### src/rtl/mi_nios_cpu_div_pkg.sv
// Shared definitions for the Nios CPU divider cell: FSM states, default widths, divide-by-zero quotient.
package mi_nios_cpu_div_pkg;

  localparam int DIV_DATA_WIDTH = 32;
  localparam int DIV_CNT_WIDTH  = 5;

  // Wide enough for any practical DATA_WIDTH; users slice the low bits.
  localparam logic [63:0] DIV_ZERO_QUOT = '1;

  typedef enum logic [1:0] {
    IDLE = 2'd0,
    ITER = 2'd1,
    FIX  = 2'd2
  } div_state_e;

  function automatic logic [DIV_DATA_WIDTH-1:0] div_mag(input logic sgn, input logic [DIV_DATA_WIDTH-1:0] x);
    return (sgn && x[DIV_DATA_WIDTH-1]) ? -x : x;
  endfunction

endpackage

### src/rtl/mi_nios_cpu_div_cell_if.sv
// E-stage request / A-stage result bundle between the CPU pipeline and the divider cell.
interface mi_nios_cpu_div_cell_if
  import mi_nios_cpu_div_pkg::*;
#(
  parameter int DATA_WIDTH = DIV_DATA_WIDTH
);
  logic                  E_div_start;
  logic                  E_ctrl_div_signed;
  logic [DATA_WIDTH-1:0] E_src1_div_cell;
  logic [DATA_WIDTH-1:0] E_src2_div_cell;
  logic                  A_div_abort;
  logic                  A_div_busy;
  logic                  A_div_done;
  logic [DATA_WIDTH-1:0] A_div_quotient;
  logic [DATA_WIDTH-1:0] A_div_remainder;

  modport master (
    output E_div_start, E_ctrl_div_signed, E_src1_div_cell, E_src2_div_cell, A_div_abort,
    input  A_div_busy, A_div_done, A_div_quotient, A_div_remainder
  );

  modport slave (
    input  E_div_start, E_ctrl_div_signed, E_src1_div_cell, E_src2_div_cell, A_div_abort,
    output A_div_busy, A_div_done, A_div_quotient, A_div_remainder
  );
endinterface

### src/rtl/mi_nios_cpu_div_step.sv
// One restoring-division step: shift {rem, dvd} left, trial-subtract divisor, keep or restore.
module mi_nios_cpu_div_step #(
  parameter int DATA_WIDTH = 32
) (
  input  logic [DATA_WIDTH-1:0] rem,
  input  logic [DATA_WIDTH-1:0] dvd,
  input  logic [DATA_WIDTH-1:0] divisor,
  output logic [DATA_WIDTH-1:0] rem_nxt,
  output logic [DATA_WIDTH-1:0] dvd_nxt,
  output logic                  qbit
);
  logic [DATA_WIDTH:0] shifted;
  logic [DATA_WIDTH:0] trial;

  // One extra bit: the shifted remainder can exceed DATA_WIDTH bits before subtraction.
  assign shifted = {rem, dvd[DATA_WIDTH-1]};
  assign trial   = shifted - {1'b0, divisor};
  assign qbit    = ~trial[DATA_WIDTH];
  assign rem_nxt = qbit ? trial[DATA_WIDTH-1:0] : shifted[DATA_WIDTH-1:0];
  // LSB left clear; the caller merges qbit so wider-radix variants can insert several bits.
  assign dvd_nxt = {dvd[DATA_WIDTH-2:0], 1'b0};
endmodule

### src/rtl/mi_nios_cpu_div_cell.sv
// Iterative radix-2 restoring divider for the Nios CPU, one quotient bit per clock.
// MI_NIOS_DIV_EARLY_OUT_EN: skip iteration when divisor is zero or |dividend| < |divisor|.
module mi_nios_cpu_div_cell
  import mi_nios_cpu_div_pkg::*;
#(
  parameter int DATA_WIDTH = DIV_DATA_WIDTH,
  parameter int CNT_WIDTH  = DIV_CNT_WIDTH
) (
  input logic                   clk,
  input logic                   reset,
  mi_nios_cpu_div_cell_if.slave div
);

  div_state_e            state, state_n;
  logic [CNT_WIDTH-1:0]  cnt, cnt_n;
  logic [DATA_WIDTH-1:0] rem, rem_n;
  logic [DATA_WIDTH-1:0] dvd, dvd_n;
  logic [DATA_WIDTH-1:0] dsr, dsr_n;
  logic [DATA_WIDTH-1:0] orig, orig_n;
  logic                  q_neg, q_neg_n;
  logic                  r_neg, r_neg_n;
  logic                  div0, div0_n;
  logic                  busy, busy_n;
  logic                  done, done_n;
  logic [DATA_WIDTH-1:0] quot, quot_n;
  logic [DATA_WIDTH-1:0] remo, remo_n;
`ifdef MI_NIOS_DIV_EARLY_OUT_EN
  logic                  eo, eo_n;
`endif

  logic [DATA_WIDTH-1:0] mag1, mag2;
  logic [DATA_WIDTH-1:0] step_rem, step_dvd;
  logic                  step_qbit;

  assign mag1 = (div.E_ctrl_div_signed && div.E_src1_div_cell[DATA_WIDTH-1]) ?
                -div.E_src1_div_cell : div.E_src1_div_cell;
  assign mag2 = (div.E_ctrl_div_signed && div.E_src2_div_cell[DATA_WIDTH-1]) ?
                -div.E_src2_div_cell : div.E_src2_div_cell;

  mi_nios_cpu_div_step #(.DATA_WIDTH(DATA_WIDTH)) u_step (
    .rem     (rem),
    .dvd     (dvd),
    .divisor (dsr),
    .rem_nxt (step_rem),
    .dvd_nxt (step_dvd),
    .qbit    (step_qbit)
  );

  always_comb begin
    state_n = state;
    cnt_n   = cnt;
    rem_n   = rem;
    dvd_n   = dvd;
    dsr_n   = dsr;
    orig_n  = orig;
    q_neg_n = q_neg;
    r_neg_n = r_neg;
    div0_n  = div0;
    busy_n  = busy;
    done_n  = 1'b0;
    quot_n  = quot;
    remo_n  = remo;
`ifdef MI_NIOS_DIV_EARLY_OUT_EN
    eo_n    = eo;
`endif
    if (div.A_div_abort) begin
      // Flush wins over a same-cycle start; result registers stay as they were.
      state_n = IDLE;
      busy_n  = 1'b0;
    end else begin
      case (state)
        IDLE: begin
          if (div.E_div_start) begin
            dvd_n   = mag1;
            dsr_n   = mag2;
            orig_n  = div.E_src1_div_cell;
            q_neg_n = div.E_ctrl_div_signed &
                      (div.E_src1_div_cell[DATA_WIDTH-1] ^ div.E_src2_div_cell[DATA_WIDTH-1]);
            r_neg_n = div.E_ctrl_div_signed & div.E_src1_div_cell[DATA_WIDTH-1];
            div0_n  = (div.E_src2_div_cell == '0);
            rem_n   = '0;
            cnt_n   = CNT_WIDTH'(DATA_WIDTH - 1);
            busy_n  = 1'b1;
            state_n = ITER;
`ifdef MI_NIOS_DIV_EARLY_OUT_EN
            eo_n    = 1'b0;
            if ((div.E_src2_div_cell == '0) || (mag1 < mag2)) begin
              eo_n    = 1'b1;
              state_n = FIX;
            end
`endif
          end
        end
        ITER: begin
          rem_n = step_rem;
          dvd_n = step_dvd | DATA_WIDTH'(step_qbit);
          if (cnt == '0) state_n = FIX;
          else           cnt_n   = cnt - 1'b1;
        end
        FIX: begin
          if (div0) begin
            // Divide by zero reports the dividend untouched, no sign fix.
            quot_n = DIV_ZERO_QUOT[DATA_WIDTH-1:0];
            remo_n = orig;
          end
`ifdef MI_NIOS_DIV_EARLY_OUT_EN
          else if (eo) begin
            quot_n = '0;
            remo_n = orig;
          end
`endif
          else begin
            quot_n = q_neg ? -dvd : dvd;
            remo_n = r_neg ? -rem : rem;
          end
          done_n  = 1'b1;
          busy_n  = 1'b0;
          state_n = IDLE;
        end
        default: state_n = IDLE;
      endcase
    end
  end

  always_ff @(posedge clk or posedge reset) begin
    if (reset) begin
      state <= IDLE;
      cnt   <= '0;
      rem   <= '0;
      dvd   <= '0;
      dsr   <= '0;
      orig  <= '0;
      q_neg <= 1'b0;
      r_neg <= 1'b0;
      div0  <= 1'b0;
      busy  <= 1'b0;
      done  <= 1'b0;
      quot  <= '0;
      remo  <= '0;
`ifdef MI_NIOS_DIV_EARLY_OUT_EN
      eo    <= 1'b0;
`endif
    end else begin
      state <= state_n;
      cnt   <= cnt_n;
      rem   <= rem_n;
      dvd   <= dvd_n;
      dsr   <= dsr_n;
      orig  <= orig_n;
      q_neg <= q_neg_n;
      r_neg <= r_neg_n;
      div0  <= div0_n;
      busy  <= busy_n;
      done  <= done_n;
      quot  <= quot_n;
      remo  <= remo_n;
`ifdef MI_NIOS_DIV_EARLY_OUT_EN
      eo    <= eo_n;
`endif
    end
  end

  assign div.A_div_busy      = busy;
  assign div.A_div_done      = done;
  assign div.A_div_quotient  = quot;
  assign div.A_div_remainder = remo;

endmodule

### src/flat_wrapper.sv
// flat-port wrapper written by rule: the top's interface ports become plain ports
module mi_nios_cpu_div_cell_flat import mi_nios_cpu_div_pkg::*;
#(
  parameter int DATA_WIDTH = DIV_DATA_WIDTH,
  parameter int CNT_WIDTH  = DIV_CNT_WIDTH
)
  (clk, reset, div_E_div_start, div_E_ctrl_div_signed, div_E_src1_div_cell, div_E_src2_div_cell, div_A_div_abort, div_A_div_busy, div_A_div_done, div_A_div_quotient, div_A_div_remainder);
  mi_nios_cpu_div_cell_if #(.DATA_WIDTH(DATA_WIDTH)) div_i ();
  input logic clk;
  input logic reset;
  input wire logic [$bits(div_i.E_div_start)-1:0] div_E_div_start;
  input wire logic [$bits(div_i.E_ctrl_div_signed)-1:0] div_E_ctrl_div_signed;
  input wire logic [$bits(div_i.E_src1_div_cell)-1:0] div_E_src1_div_cell;
  input wire logic [$bits(div_i.E_src2_div_cell)-1:0] div_E_src2_div_cell;
  input wire logic [$bits(div_i.A_div_abort)-1:0] div_A_div_abort;
  output wire logic [$bits(div_i.A_div_busy)-1:0] div_A_div_busy;
  output wire logic [$bits(div_i.A_div_done)-1:0] div_A_div_done;
  output wire logic [$bits(div_i.A_div_quotient)-1:0] div_A_div_quotient;
  output wire logic [$bits(div_i.A_div_remainder)-1:0] div_A_div_remainder;
  assign div_i.E_div_start = div_E_div_start;
  assign div_i.E_ctrl_div_signed = div_E_ctrl_div_signed;
  assign div_i.E_src1_div_cell = div_E_src1_div_cell;
  assign div_i.E_src2_div_cell = div_E_src2_div_cell;
  assign div_i.A_div_abort = div_A_div_abort;
  assign div_A_div_busy = div_i.A_div_busy;
  assign div_A_div_done = div_i.A_div_done;
  assign div_A_div_quotient = div_i.A_div_quotient;
  assign div_A_div_remainder = div_i.A_div_remainder;
  mi_nios_cpu_div_cell #(.DATA_WIDTH(DATA_WIDTH), .CNT_WIDTH(CNT_WIDTH)) u_core (.clk(clk), .reset(reset), .div(div_i));
endmodule
### config.mk
export PLATFORM = sky130hd
export DESIGN_NAME = mi_nios_cpu_div_cell_flat
export DESIGN_NICKNAME = d
export VERILOG_FILES = /design/src/rtl/mi_nios_cpu_div_pkg.sv /design/src/rtl/mi_nios_cpu_div_cell_if.sv /design/src/rtl/mi_nios_cpu_div_step.sv /design/src/rtl/mi_nios_cpu_div_cell.sv /design/src/flat_wrapper.sv
export SDC_FILE = /design/constraint.sdc
export NUM_CORES = 1
export LEC_CHECK = 0
export BUFFER_PORTS_ARGS = -buffer_cell sky130_fd_sc_hd__buf_4
export CORE_MARGIN = 2
export CORE_UTILIZATION = 65
export DETAILED_ROUTE_END_ITERATION = 10
export PLACE_DENSITY_LB_ADDON = 0.15
export SLEW_MARGIN = 10
export SYNTH_ARGS = -nofsm -noshare
export SYNTH_HDL_FRONTEND = slang
export SYNTH_SLANG_ARGS = --single-unit
### constraint.sdc
create_clock -name clk -period 10.3 [get_ports clk]
set_input_delay 0.515 -clock clk [delete_from_list [all_inputs] [get_ports clk]]
set_output_delay 0.515 -clock clk [all_outputs]
set_load 0.1 [all_outputs]
# Word-level counts from Yosys, hierarchy flattened
# Cells that the tools add are included.
# word_totals
regBits	204
out_inout_bits	66
input_bits	69
wordCells	67
# op_classes
reduce_logical	13
n_bitwise	6
n_eq_ne	6
n_addsub	6
n_mux	23
# ops
op	n
$mux 32	9
$neg 32->32	4
$pmux 32 s2	2
$sub 33x32->33	1
$logic_not 32->1	1
$or 32x1->32	1
$mux 5	2
$pmux 5 s2	1
$mux 2	3
$reduce_and 2->1	3
$reduce_and 3->1	2
$logic_not 5->1	1
$sub 5x1->5 const B	1
$mux 1	4
$ne 2x2->1 const B	2
$pmux 2 s2	1
$reduce_and 4->1	1
$ne 3x2->1 const B	1
$ne 3x3->1 const B	1
$reduce_bool 3->1	1
$and 1x1->1	2
$eq 2x1->1 const B	1
$eq 2x2->1 const B	1
$logic_and 1x1->1	2
5 further kinds	6

# Depth between registers and ports, before layout
# logic_depth
word_depth	4
depth_mapped	12
depth_no_buf	11

# Modules after synthesis
# A second synthesis with hierarchy kept.
# hier_totals
hier_cells	1551
hier_area_um2	13535.5
# modules_own_cells
module	area_per_inst_um2	cells_each	seq_area_each_um2	n_inst
mi_nios_cpu_div_cell	10933.0	1213	5104.9	1
mi_nios_cpu_div_step	2602.5	338	0.0	1

# Least setup slack after synthesis
# OpenSTA, ideal clock, no wires.
# synth_path
path_type	flip-flop to flip-flop
startpoint	reg u_core.dsr[0]
endpoint	reg u_core.rem[31]
path_buffers	1
setup_time_ns	0.118
required_time_ns	10.182
path_slack_ns	7.399
arrival_time_ns	2.783
stages_incl_launch_ff	12
synth_period_minus_slack_ns	2.901
path_cell_list	dfrtp_1 > ha_1 > fa_1 > nand2b_1 > a21oi_1 > o211ai_2 > a211oi_2 > nor3_1 > or3_1 > buf_6 > a32o_1 > a21o_1
# synth_between
elab_chain_len	3
# synth_rtl
element	line	source
from (decl)	mi_nios_cpu_div_cell.sv:18	logic [DATA_WIDTH-1:0] dsr, dsr_n;
from (signal assigned)	mi_nios_cpu_div_cell.sv:148	dsr <= dsr_n;
$sub 33x32->33	mi_nios_cpu_div_step.sv:17	assign trial = shifted - {1'b0, divisor};
$mux 32	mi_nios_cpu_div_step.sv:19	assign rem_nxt = qbit ? trial[DATA_WIDTH-1:0] : shifted[DATA_WIDTH-1:0];
$pmux 32 s2	mi_nios_cpu_div_cell.sv:71	case (state)
to (signal assigned)	mi_nios_cpu_div_cell.sv:146	rem <= rem_n;
to (decl)	mi_nios_cpu_div_cell.sv:16	logic [DATA_WIDTH-1:0] rem, rem_n;
# No other way between the ends.
# A chain may end at the register's enable or synchronous reset.

# Worst setup path in the final report
# layout_path
startpoint	reg u_core.rem[0]
endpoint	reg u_core.rem[31]
# layout_between
elab_chain_len	3
# layout_rtl
element	line
$sub 33x32->33	mi_nios_cpu_div_step.sv:17
$mux 32	mi_nios_cpu_div_step.sv:19
$pmux 32 s2	mi_nios_cpu_div_cell.sv:71
# No other way between the ends.

==> run summary <==
The flow ran to the end, and the final reports show no timing, DRC or antenna violations. After clock tree synthesis, the clock-pin slew on the worst setup and hold paths is 0.06 ns. Entering global routing, the biggest net connects 122 pins. The area of the core region was 19400 sq um; the met3 track utilization from global routing was 4.14%. Clock tree synthesis inserted a total of 23 buffers. The tools report the number of global-route vias before repair as 10.9k. The worst register-to-register path begins at u_core.rem[0]$_DFFE_PP0P_.

At the worst endpoint, the required time is 10.71 ns. The area after detailed placement was 13900 sq um; the buffer and inverter count on the worst path was 1. Synthesis produced 1554 cells. From left edge to right edge, the die measures 144 um. Setup violations remaining at the end of the flow were counted as 0. The top fanout value on the critical path is 10, and the share of synthesized area occupied by flip-flops and latches is 39.9%. The run gives 0.294 GHz as the top achievable clock speed. The combined global-route utilization of all metal layers is 33.1%. The time the final worst path needs with I/O delays and setup is 3.40 ns. By area the synthesized netlist is led by dfrtp_1, nand2_1, a21oi_1. The path class of the tightest hold or removal check is primary input to asynchronous set/reset pin. The maximum resistive drop on vdd was 0.153 mV.

The number of standard-cell rows in the floorplan was 51; the total clock sinks was 204. The arrival time reported for the critical path endpoint is 3.81 ns. Summed over all instances, the cell type with the most area after synthesis is dfrtp_1. Summed over all layers, the global routing overflow is 0.

The global routing usage on met1 is 44.9%. Walking the worst path, the cells encountered are inv_1, fa_1, nand2b_1, a21oi_1, o211ai_2, a211oi_2, nor3_1, or3_1, a32o_1, a21o_1. Setup repair after global routing left no endpoint under its margin. The ratio of cells with drive above 1 in the final layout works out to 13.2%. At the pin with the least slew margin, the transition time is 1.15 ns.

The worst setup path is launched from a register. The setup check on the worst reg-to-reg path leaves a slack of 6.90 ns. The final critical-path share of the clock period came out at 33.0%. Buffer type at the clock tree root: clkbuf_16. Dividing the detail-routed via count by the number of cells gives 6.09. After routing, the total negative slack on setup checks comes to 0 ns. At the end of routability-driven placement, the weighted congestion stood at 0.903. Headroom to the max-slew limit came out at 22.8%. STA classifies the critical path endpoint as a register. In the synthesized netlist, the cells that appear most often are nand2_1, dfrtp_1, a21oi_1. The latest clock arrival within the worst-skew pair was 0.52 ns. For the net total in the final layout, the log shows 1748. TritonCTS built the clock tree.

Clock skew on the completed layout was measured at 0.0134 ns. In this design, the largest share of critical-path delay is due to compound AO/OA/AOI/OAI gates. In the global route stage, met2 resource usage came out at 54.7%. The slowest cell on the critical path is or3_1. For the worst flop-to-flop path, the logic depth is 10.

The number of port buffers is 134, and the number of non-filler instances in the completed layout is 1922. The run gives 14800 sq um as the final cell area excluding filler cells. The count of cell types in the netlist was 76; the die footprint was 20800 sq um. The half-perimeter wire length of the detailed placement result is 24.7 mm. For the effective utilization at floorplan, the log shows 66.0%. Of the post-synthesis cell area, the dominant cell type holds 39.9%. The share of flip-flops with an asynchronous set or reset after synthesis is 100%, and the static leakage is 6.86 nW. The maximum buffer depth of the clock tree is 3, and the number of detailed-routing iterations run before antenna repair is 5. In this run the post-CTS setup repair buffer count came out at 0.

The tools report the count of pins on the block boundary as 135. The most critical setup path has its startpoint at u_core.rem[0]$_DFFE_PP0P_. For this run, the number of Yosys warnings is 0. Power density over cell area: 262 nW/um^2. A synthesized cell averages 8.24 sq um. The total of hold buffers inserted after clock tree synthesis is 0, and the register bit total from synthesis is 204. In this run the most used layer during global routing was met2. After detailed routing, the average wire length per cell comes to 17.9 um. The most common flop cell mapped by yosys was dfrtp_1. The total count of hold-check failures in the final report was 0; the number of antenna violations at the first check in global routing was 2. The floorplan step set the die height to 144 um. Synthesis produced a netlist with a net count of 1662. Most numerous cell in the Yosys netlist: nand2_1. The number of enable flip-flop cells after synthesis was 0; the total number of H-tree levels was 1. From synthesis to final layout, the design area changed by 15.2%. On the worst path, the slowest cell contributes a delay of 0.54 ns.

The setup path with the least slack is of type register to register. The count of nets left with antenna violations once routing finished came out at 0. Summing every instance area after synthesis gives 12800 sq um.

The total placed cells including tap cells was 1880; the count of vias placed by the detailed router was 11.7k. Post-CTS repair changed the size of 0 cells. The number of pins exceeding their max-slew limit in the final report came out at 0. The endpoint identified for the worst register-to-register timing path is u_core.rem[31]$_DFFE_PP0P_. The first global-routing pass estimated 54.8 mm of wire. The logs give 1497 for the number of inserted filler cells in the final layout and 0 for the remaining routing DRC violations.

In this run, the number of DRC markers left after iteration 0 of detailed routing was 1109. The tool flagged a number of max-cap violations equal to 0. The final layout contains routed wiring with a total length of 34.4 mm.
kinds of logic after synthesis:
logic type | after synthesis | synth area share [%]
flip-flops | 204 | 39.9
AND/OR/NAND/NOR | 552 | 19.2
buffers and inverters | 140 | 4.29
AO/OA/AOI/OAI | 449 | 20.9
multiplexers | 29 | 2.27
adder cells (fa/ha/maj) | 39 | 3.87
XOR/XNOR | 141 | 9.64
where the power goes:
group	switching, mW	internal (mW)	total [mW]
sequential	0.200	0.928	1.13
clock	0.326	0.551	0.877
combinational	1.14	0.715	1.86
total	1.67	2.19	3.86
final cells by class:
type                       count  area, sq um  share of cell area, %
antenna                        1         2.50                 0.0170
clock buffer                  30          662                   4.49
clock inverter                11          159                   1.08
inverter                      56          218                   1.48
multi-input combinational   1210         7190                   48.7
sequential                   204         5110                   34.6
tap                          265          332                   2.25
timing repair buffer         145         1090                   7.38
cells in the final DEF, fill, tap and decap left out, types with 3 or more instances in the layout:
master       n
nand2_1    282
dfrtp_1    203
buf_4      145
a21oi_1    144
o21ai_0    127
nor2_1     125
xor2_1      79
xnor2_1     62
inv_1       55
o21ai_1     53
ha_1        38
mux2i_1     29
o31ai_1     24
clkbuf_16   23
nor3_1      22
o41ai_1     16
nand3_1     16
nand2b_1    14
or3_1       13
nor4_1      12
a21o_1      12
a31oi_1     10
and3_1      10
or4_1        9
or2_2        7
nand4_1      7
o21a_1       7
and2_1       7
nor2b_1      6
clkinv_2     6
clkbuf_8     6
o211ai_1     5
a32oi_1      5
a211oi_1     4
bufinv_16    4
o41ai_2      3
worst register-to-register path, delay by kind of cell, from the launching register on:
kind	cells	cell delay [ns]
compound gates	5	1.36
fa+ha+maj	1	0.42
buf+inv	1	0.15
flops	1	0.48
simple gates	3	0.89
state kept, by name, indices dropped and copies added (netlist names):
| register | cells |
|---|---|
| u_core.div0 | 1 |
| u_core.q_neg | 1 |
| u_core.state | 2 |
| u_core.div.A_div_quotient | 32 |
| u_core.cnt | 5 |
| u_core.div.A_div_busy | 1 |
| u_core.rem | 32 |
| u_core.div.A_div_remainder | 32 |
| u_core.dsr | 32 |
| u_core.div.A_div_done | 1 |
| u_core.r_neg | 1 |
| u_core.dvd | 32 |
| u_core.orig | 32 |
metal layers:
layer  share of wire (%)  routed length, um  vias up
met1                  41              14200     5513
met2                  47              16200      516
li1                    -                  -     5584
met3                 7.7               2660       93
met5               0.035                 12        -
met4                 3.7               1260        2
worst max path at each step:
stage / endpoint / slack [ns] / depth (start not counted)
after floorplan: u_core.cnt[0]$_DFFE_PP0P_ / 4.22 / 1
after global placement: u_core.rem[31]$_DFFE_PP0P_ / 7.07 / 10
after global routing: u_core.rem[1]$_DFFE_PP0P_ / 6.66 / 11
after CTS: u_core.rem[31]$_DFFE_PP0P_ / 6.93 / 10
final: u_core.rem[31]$_DFFE_PP0P_ / 6.90 / 10
after detailed placement: u_core.rem[1]$_DFFE_PP0P_ / 6.94 / 11
through the flow:
step	hold slack [ns]	util, %	power, mW	setup WS [ns]
floorplan	0.437	-	2.47	4.22
global placement	0.452	71.8	2.91	7.07
detailed placement	0.456	71.8	2.95	6.94
CTS	0.199	76.1	3.83	6.93
global route	0.199	76.1	4.12	6.66
finish	0.126	76.1	3.86	6.90
(Power assumes the default switching activity.)
